$ cat src/rtl/decoder_pkg.sv
// Shared widths and the reference one-hot decode function
// for the registered 2-to-4 decoder.
package decoder_pkg;

    localparam int DEC_IN_W  = 2;
    localparam int DEC_OUT_W = 4;

    // Active-high one-hot decode; any code containing X/Z
    // falls through to the default and decodes to all zeros.
    function automatic logic [DEC_OUT_W-1:0] onehot_dec(
        input logic [DEC_IN_W-1:0] code
    );
        logic [DEC_OUT_W-1:0] r;
        case (code)
            2'b00:   r = 4'b0001;
            2'b01:   r = 4'b0010;
            2'b10:   r = 4'b0100;
            2'b11:   r = 4'b1000;
            default: r = 4'b0000;
        endcase
        return r;
    endfunction

endpackage

$ cat src/rtl/decoder2to4_comb.sv
// Combinational 2-to-4 one-hot decode core.
// Ports: i_code (2-bit select) -> o_onehot (4-bit, active-high).
module decoder2to4_comb
    import decoder_pkg::*;
(
    input  logic [DEC_IN_W-1:0]  i_code,
    output logic [DEC_OUT_W-1:0] o_onehot
);

    always_comb begin
        o_onehot = '0;
        case (i_code)
            2'b00:   o_onehot = 4'b0001;
            2'b01:   o_onehot = 4'b0010;
            2'b10:   o_onehot = 4'b0100;
            2'b11:   o_onehot = 4'b1000;
            default: o_onehot = '0;
        endcase
    end

endmodule

$ cat src/rtl/decoder_2to4_beh.sv
// Registered 2-to-4 one-hot decoder with enable, valid
// qualification and code-change pulse.
// Ports: clk, rst (async, active-high), en, in[1:0] ->
//   out[3:0] (one-hot, optionally active-low), out_valid,
//   code_change (previous valid code differed).
module decoder_2to4_beh
    import decoder_pkg::*;
#(
    parameter bit OUT_ACTIVE_LOW = 1'b0
)(
    input  logic                 clk,
    input  logic                 rst,
    input  logic                 en,
    input  logic [DEC_IN_W-1:0]  in,
    output logic [DEC_OUT_W-1:0] out,
    output logic                 out_valid,
    output logic                 code_change
);

    // XOR mask doubles as the "all deasserted" pattern.
    localparam logic [DEC_OUT_W-1:0] OFF_PAT =
        {DEC_OUT_W{OUT_ACTIVE_LOW}};

    logic [DEC_OUT_W-1:0] w_onehot;
    logic [DEC_OUT_W-1:0] r_out;
    logic                 r_valid;
    logic                 r_chg;
    logic [DEC_IN_W-1:0]  r_prev;
    logic                 r_prev_vld;

    decoder2to4_comb u_core (
        .i_code   (in),
        .o_onehot (w_onehot)
    );

    // Previous code survives en=0 gaps so change detection
    // compares against the last enabled sample.
    always_ff @(posedge clk or posedge rst) begin
        if (rst) begin
            r_out      <= OFF_PAT;
            r_valid    <= 1'b0;
            r_chg      <= 1'b0;
            r_prev     <= '0;
            r_prev_vld <= 1'b0;
        end else if (en) begin
            r_out      <= w_onehot ^ OFF_PAT;
            r_valid    <= 1'b1;
            r_chg      <= r_prev_vld && (in != r_prev);
            r_prev     <= in;
            r_prev_vld <= 1'b1;
        end else begin
            r_out      <= OFF_PAT;
            r_valid    <= 1'b0;
            r_chg      <= 1'b0;
        end
    end

    assign out         = r_out;
    assign out_valid   = r_valid;
    assign code_change = r_chg;

endmodule

$ cat config.mk
export PLATFORM = sky130hd
export DESIGN_NAME = decoder_2to4_beh
export DESIGN_NICKNAME = d
export VERILOG_FILES = /design/src/rtl/decoder_pkg.sv /design/src/rtl/decoder2to4_comb.sv /design/src/rtl/decoder_2to4_beh.sv
export SDC_FILE = /design/constraint.sdc
export NUM_CORES = 1
export LEC_CHECK = 0
export ABC_AREA = 1
export BUFFER_PORTS_ARGS = -buffer_cell sky130_fd_sc_hd__buf_2
export CAP_MARGIN = 20
export CORE_AREA = 10 10 47 49
export CTS_CLUSTER_SIZE = 28
export DETAILED_ROUTE_END_ITERATION = 8
export DIE_AREA = 0 0 57 59
export HOLD_SLACK_MARGIN = 0.12
export MAX_ROUTING_LAYER = met4
export SLEW_MARGIN = 25
export SYNTH_ARGS = -nofsm -noshare
export SYNTH_HDL_FRONTEND = slang
export SYNTH_SLANG_ARGS = --single-unit
$ cat constraint.sdc
create_clock -name clk -period 0.8 [get_ports clk]
set_input_delay 0.04 -clock clk [delete_from_list [all_inputs] [get_ports clk]]
set_output_delay 0.04 -clock clk [all_outputs]
set_load 0.02 [all_outputs]
Word level (Yosys, flattened, before mapping)

Cells that the tools add are included.

Register bits after elaboration: 9

Equal/unequal tests: 4
Reduce and logical (&&, ||, !) cells: 2
Multiplexer cells: 4

Operators by type and width:

| kind                                          | number |
|---|---|
| one-hot mux 4 bit (4 select lines)            | 1 |
| == test 2 bit, second input constant          | 2 |
| 2-to-1 mux 4 bit                              | 1 |
| == test 2 x 1 -> 1 bit, second input constant | 1 |
| logical NOT 2 bit                             | 1 |
| 2-to-1 mux 1 bit                              | 2 |
| inequality test 2 bit                         | 1 |
| logical AND 1 bit                             | 1 |

Depth between registers and ports, before layout

Gate-level depths: netlist of run 1.

Depth after elaboration: 3
Gate-level depth with buffers: 4
Depth with buffers taken out: 4

Hierarchy

From an unflattened synthesis of run 1, not the netlist that was laid out.

Cells, all modules: 43
Area, all modules: 370.4 um2

By module, submodules not included:

| module           | times used | seq. area each (um2) | area each (um2) | cells an instance |
|---|---|---|---|---|
| decoder_2to4_beh | 1          | 225.2                | 344.1           | 36 |
| decoder2to4_comb | 1          | 0.0                  | 26.3            | 7 |

Worst setup path after synthesis of run 1

No wires, ideal clock.

Kind: reg2reg
Start point: register r_prev_vld (netlist name)
End point: register r_prev_vld
Data required time: 0.673 ns
Setup time: 0.127 ns
Buffers on the path: 0
Clock period less this slack: 0.729 ns
Path slack: 0.071 ns
Stages on the path, launching flop included: 2
Data arrival time: 0.602 ns
Cell sequence: dfrtp_1 or2_2

RTL lines:

| item                 | line                   | text |
|---|---|---|
| end signal, assigned | decoder_2to4_beh.sv:44 | `r_prev_vld <= 1'b0;` |
| end signal, assigned | decoder_2to4_beh.sv:50 | `r_prev_vld <= 1'b1;` |
| end, declared        | decoder_2to4_beh.sv:29 | `logic r_prev_vld;` |

Worst setup path after layout of run 1

Start point: register r_out[0], in the netlist out[0]
End point: output out[0]

RTL lines:

| item                   | line                   | text |
|---|---|---|
| start, declared        | decoder_2to4_beh.sv:25 | `logic [DEC_OUT_W-1:0] r_out;` |
| start signal, assigned | decoder_2to4_beh.sv:46 | `r_out <= w_onehot ^ OFF_PAT;` |
| end, declared          | decoder_2to4_beh.sv:15 | `output logic [DEC_OUT_W-1:0] out,` |

No word-level cell between the ends.

==> flow_summary.json, run 1 <==
{
  "grt_overflow": 0,
  "port-buffer-count": 10,
  "antenna_found_initial": 0,
  "netlist_instances": 32,
  "area_growth_pct": 61.1,
  "skew_ns": 0.00171,
  "post-route-period-util_pct": 99.3,
  "cp_data_required_time_ns": 0.76,
  "die_area_um2": 3360,
  "drtIter0Drc": 1,
  "io_pins": 11,
  "wl_per_cell_um": 10.0,
  "grt_pass1_vias": 285,
  "final_area_um2": 518,
  "path_class": "reg2out",
  "critPathTopFamily": "flip-flops",
  "hp-class": "in2reg",
  "core-area_um2": 1400,
  "grtUsageMet1_pct": 3.77,
  "layout.nets": 58,
  "grt_max_degree": 10,
  "hold_buffers": 7,
  "whs_ns": -0.0275,
  "start_util_pct": 22.9,
  "p_leak_nw": 0.277,
  "cap_viol_max_count": 0,
  "drive_above_1_share_pct": 30.8,
  "power_density_nw_per_um2": 1890,
  "synth_cell_types": 8,
  "viasPerCell": 3.93,
  "finalCriticalPeriod_ns": 0.795,
  "synth_top_cell_by_area": "dfrtp_1",
  "dpl_cell_area_um2": 392,
  "crit_path_start_kind": "register",
  "remaining_drc_errors": 0,
  "met2_usage_pct": 7.44,
  "status": "finished with violations",
  "path_clk_slew_ns": 0.06,
  "cts_tree": "yes",
  "ir_drop_v": 0.000441,
  "synth_area_um2": 322,
  "synth.avg_cell_area_um2": 10.0,
  "cp.arrival_ns": 0.75,
  "hold_violations": 1,
  "drt_wl_total_um": 683,
  "syn_nets": 37,
  "place_hpwl_um": 521,
  "cts_root_buf": "clkbuf_4",
  "cpMaxStageDelayCell": "dfrtp_1",
  "worstMarginPinSlew_ns": 0.337,
  "path_cells": "buf_6",
  "dr.pass1.iters": 4,
  "synthTopCellsByArea": "dfrtp_1 (70%), nand2_1 (12%), inv_1 (4.7%)",
  "diodes": 0,
  "rows": 14,
  "grt_pass1_wl_um": 1170,
  "cts_buffer_depth": 2,
  "ys_seq_area_share_pct": 70.0,
  "rsz0062_at_grt": "yes",
  "cp_num_buf_inv": 1,
  "die_w_um": 57,
  "cp-end-kind": "output pin",
  "yosysTopAreaCellShare_pct": 70.0,
  "ys_warn_count": 0,
  "gp_congestion": 0.725,
  "layout_common_cells": "nand2_1 (10), dfrtp_1 (9), buf_6 (6)",
  "cts.htree.levels": 1,
  "cp_max_fo": 1,
  "mostFrequentLayoutCell": "nand2_1",
  "ys_ff_latch": 9,
  "postRouteAntennaNets": 0,
  "violations": "hold timing",
  "grtUsageTotal_pct": 4.79,
  "fmax_mhz": 1260,
  "report.final.slew_viol_count": 0,
  "die_y_um": 59,
  "slew_headroom_pct": 77.5,
  "vias": 267,
  "use_met3_pct": 3.43,
  "numCtsBuffers": 3,
  "grt-busiest-layer": "met2",
  "cpPeakStageDelay_ns": 0.37,
  "setup_viol": 0,
  "clock_latency_ns": 0.26,
  "clock-sinks": 9
}
-- cell type report --
cell class | count | area, µm²
tap | 16 | 20.0
clock buffer | 4 | 26.3
fill | 157 | 883
inverter | 5 | 18.8
timing repair buffer | 16 | 150
sequential | 9 | 225
multi-input combinational | 18 | 77.6
-- Yosys cell counts --
cell type,instances
a21oi_2,1
or2_2,1
inv_2,1
nor2_1,4
dfrtp_1,9
inv_1,4
o21ai_0,2
nand2_1,10
-- stage by stage --
stage	TNS, ns	setup slack, ns	cells	util, %	total power (W)
after detailed placement	0	0.0483	58	27.9	0.000599
after floorplan	0	0.0705	32	-	0.000556
after global placement	0	0.0577	58	27.9	0.000595
after CTS	-0.0188	-0.00468	69	37.5	0.000998
final	0	0.00549	68	37.0	0.000977
after global routing	-0.158	-0.0371	68	37.0	0.00104
-- path summary, 6_finish.rpt --
kind	from	to	slack, ns	cells after the start
worst max register to register	r_prev_vld$_DFFE_PP0P_	r_prev_vld$_DFFE_PP0P_	0.04	1
worst min register to register	r_prev_vld$_DFFE_PP0P_	r_prev_vld$_DFFE_PP0P_	0.47	1
max in group asynchronous	rst	r_prev[0]$_DFFE_PP0P_	0.27	3
min in group asynchronous	rst	out[1]$_DFF_PP0_	0.28	3
worst min-delay path	en	out_valid$_DFF_PP0_	-0.03	1
worst max-delay path	out[0]$_DFF_PP0_	out[0]	0.005	1
-- cells by family after synthesis --
group	Yosys count	synth area share [%]
simple gates	15	18.3
flops	9	70.0
buf+inv	5	5.83
compound gates	3	5.84
-- timing repair --
item | CTS | global route
setup buffers | 0 | 0
resized for setup | 12 | 1
endpoints found under the setup margin | 6 | 8
endpoints found under the hold margin | 18 | 6
pin swaps | 0 | 1
-- report_power, final --
| group | total (W) | internal (W) | switching [W] | leakage (nW) |
|---|---|---|---|---|
| logic | 0.000141 | 0.0000683 | 0.0000724 | 0.152 |
| registers | 0.000490 | 0.000479 | 0.0000109 | 0.111 |
| clock network | 0.000347 | 0.000192 | 0.000155 | 0.0150 |
-- registers in the layout (all words and copies together) (netlist names) --
name / count
r_prev: 2
code_change: 1
r_prev_vld: 1
out_valid: 1
out: 4
-- routing by layer --
| metal | wire length, µm | vias to the layer above |
|---|---|---|
| li1 | - | 135 |
| met1 | 257 | 121 |
| met2 | 349 | 9 |
| met3 | 70 | 2 |
| met4 | 5 | 0 |
| met5 | 0 | - |
No activity file was read; power rests on OpenSTA's default activity.
==> run 2, diff against run 1 <==
--- a/config.mk
+++ b/config.mk
@@ -5,7 +5,6 @@
 export SDC_FILE = /design/constraint.sdc
 export NUM_CORES = 1
 export LEC_CHECK = 0
-export ABC_AREA = 1
 export BUFFER_PORTS_ARGS = -buffer_cell sky130_fd_sc_hd__buf_2
 export CAP_MARGIN = 20
 export CORE_AREA = 10 10 47 49
==> run 2 against run 1 <==
Net effect:
- the flow finishes with violations (hold timing, setup timing)
- die area unchanged
- cell area fell by 3.4%
- synthesized cell count shrank 28%
- count of clock-buffer cells in the layout did not move
- sequential cell count did not move
- critical path type unchanged
- critical endpoint is now code_change
==> flow_summary.json, run 2 <==
{
  "viasPerCell": 3.95,
  "place_inst": 49,
  "path_clk_slew_ns": 0.06,
  "holdPathStages": 1,
  "p_leak_nw": 0.245,
  "io_pins": 11,
  "clock-sinks": 9,
  "synth_common_cells": "dfrtp_1 (9), inv_1 (2), nand2_1 (2), xnor2_1 (2)",
  "grtUsageTotal_pct": 4.43,
  "area_growth_pct": 59.4,
  "synth.avg_cell_area_um2": 13.7,
  "place_hpwl_um": 446,
  "report.final.slew_viol_count": 0,
  "cts.htree.levels": 1,
  "cp_num_buf_inv": 1,
  "ys_warn_count": 0,
  "postCtsSetupBuffers": 0,
  "slew_headroom_pct": 78.1,
  "cpPeakStageDelay_ns": 0.38,
  "power_density_nw_per_um2": 1940,
  "largest_reg_flops": 4,
  "yosys_most_used_dff": "dfrtp_1",
  "cts_tree": "yes",
  "synth_most_common_cell": "dfrtp_1",
  "drive_above_1_share_pct": 40.5,
  "cts_root_buf": "clkbuf_4",
  "drtIter0Drc": 2,
  "finalCriticalPeriod_ns": 0.809,
  "synthTopCellsByArea": "dfrtp_1 (72%), xnor2_1 (5.6%), mux2_2 (3.6%)",
  "rsz0062_at_grt": "yes",
  "crit_path_start_kind": "register",
  "postRouteAntennaNets": 0,
  "remaining_drc_errors": 0,
  "yosysTopAreaCellShare_pct": 71.7,
  "grt_pass1_vias": 241,
  "synth_area_um2": 314,
  "rows": 14,
  "netlist_instances": 23,
  "layout_common_cells": "dfrtp_1 (9), buf_6 (6), dlygate4sd3_1 (5)",
  "start_util_pct": 22.4,
  "antenna_found_initial": 0,
  "cap_viol_max_count": 0,
  "diodes": 0,
  "finalNonFillerCells": 58,
  "die_area_um2": 3360,
  "grt_overflow": 0,
  "cp_data_required_time_ns": 0.76,
  "ir_drop_v": 0.00113,
  "post-route-period-util_pct": 101,
  "setup_viol": 1,
  "cp-end-kind": "output pin",
  "port-buffer-count": 10,
  "hp-class": "in2reg",
  "cts_buffer_depth": 2,
  "numCtsBuffers": 3,
  "grt_max_degree": 10,
  "cpMaxStageDelayCell": "dfrtp_1",
  "whs_ns": -0.0126,
  "path_class": "reg2out",
  "syn_nets": 28,
  "drt_wl_total_um": 632,
  "layout.nets": 48,
  "wl_per_cell_um": 10.9,
  "vias": 229,
  "cp_max_fo": 1,
  "fin_ws_ns": -0.00897,
  "ff2ff_path_depth": 1,
  "gp_congestion": 0.739,
  "async_flop_share_pct": 100,
  "ys_ff_latch": 9,
  "synth_edf_count": 0,
  "mostFrequentLayoutCell": "dfrtp_1",
  "path_cells": "buf_6",
  "grt_pass1_wl_um": 1060,
  "violations": "hold timing, setup timing",
  "clock_latency_ns": 0.25,
  "synth_top_cell_by_area": "dfrtp_1",
  "dr.pass1.iters": 3,
  "skew_ns": 0.00289,
  "fmax_mhz": 1240,
  "synth_cell_types": 12,
  "core-area_um2": 1400,
  "tns_ns": -0.00897,
  "ys_seq_area_share_pct": 71.7,
  "worstMarginPinSlew_ns": 0.328,
  "critPathTopFamily": "flip-flops",
  "worstSetupPathDepth": 1,
  "cp.arrival_ns": 0.77,
  "die_w_um": 57,
  "hold_violations": 1,
  "status": "finished with violations",
  "die_y_um": 59
}
run 2: cell type report:
| cell class | instances | area [µm²] |
|---|---|---|
| Clock buffer | 4 | 26.3 |
| Fill cell | 153 | 901 |
| Inverter | 2 | 7.51 |
| Multi-Input combinational cell | 12 | 81.3 |
| Sequential cell | 9 | 225 |
| Tap cell | 16 | 20.0 |
| Timing Repair Buffer | 15 | 140 |
run 2: repair_timing:
item | 4_1_cts | 5_1_grt
gates resized for setup | 12 | 1
hold buffers | 4 | 1
hold endpoints to repair | 17 | 6
setup endpoints to repair | 6 | 7
pin swaps | 0 | 0
run 2: final timing paths:
kind | slack (ns) | end | startpoint
worst max register to register | 0.04 | r_prev[0]$_DFFE_PP0P_ | r_prev[0]$_DFFE_PP0P_
worst max-delay path | -0.009 | code_change | code_change$_DFF_PP0_
worst min-delay path | -0.01 | out_valid$_DFF_PP0_ | en
worst min register to register | 0.47 | r_prev_vld$_DFFE_PP0P_ | r_prev_vld$_DFFE_PP0P_
max in group asynchronous | 0.28 | out_valid$_DFF_PP0_ | rst
min in group asynchronous | 0.28 | r_prev[0]$_DFFE_PP0P_ | rst
run 2: logic make-up (layout without fill, tap and decap cells):
logic type / count (synthesis) / count (layout) / share of synthesized area [%]
AO/OA/AOI/OAI: 2 / 2 / 3.18
AND/OR/NAND/NOR: 7 / 7 / 13.5
multiplexers: 1 / 1 / 3.59
buffers and inverters: 2 / 21 / 2.39
flip-flops: 9 / 9 / 71.7
XOR/XNOR: 2 / 2 / 5.58
run 2: power by group:
part / internal [W] / total (W) / switching (W) / leakage [nW]
Combinational: 0.0000751 / 0.000138 / 0.0000633 / 0.120
Sequential: 0.000481 / 0.000495 / 0.0000144 / 0.110
Clock: 0.000191 / 0.000338 / 0.000147 / 0.0150
run 2: per-layer routing:
layer | GRT usage [%] | routed length (µm) | part of all wire [%] | vias up
met4 | 1.01 | 0 | 0 | 0
met5 | - | 0 | 0 | -
met1 | 4.85 | 317 | 50 | 103
met2 | 5.27 | 231 | 37 | 13
li1 | - | - | - | 113
met3 | 4.72 | 83 | 13 | 0
run 2: per-stage QoR:
stage	worst slack (ns)	util [%]	hold WS (ns)	area, µm²	power [W]
2_1_floorplan	0.0665	-	-0.132	314	0.000558
3_3_place_gp	0.0569	27.4	0.0110	384	0.000602
3_5_place_dp	0.0497	27.4	0.0179	384	0.000602
4_1_cts	-0.0228	34.8	-0.0243	488	0.000996
5_1_grt	-0.0388	35.7	-0.0221	500	0.00104
6_report	-0.00897	35.7	-0.0126	500	0.000972
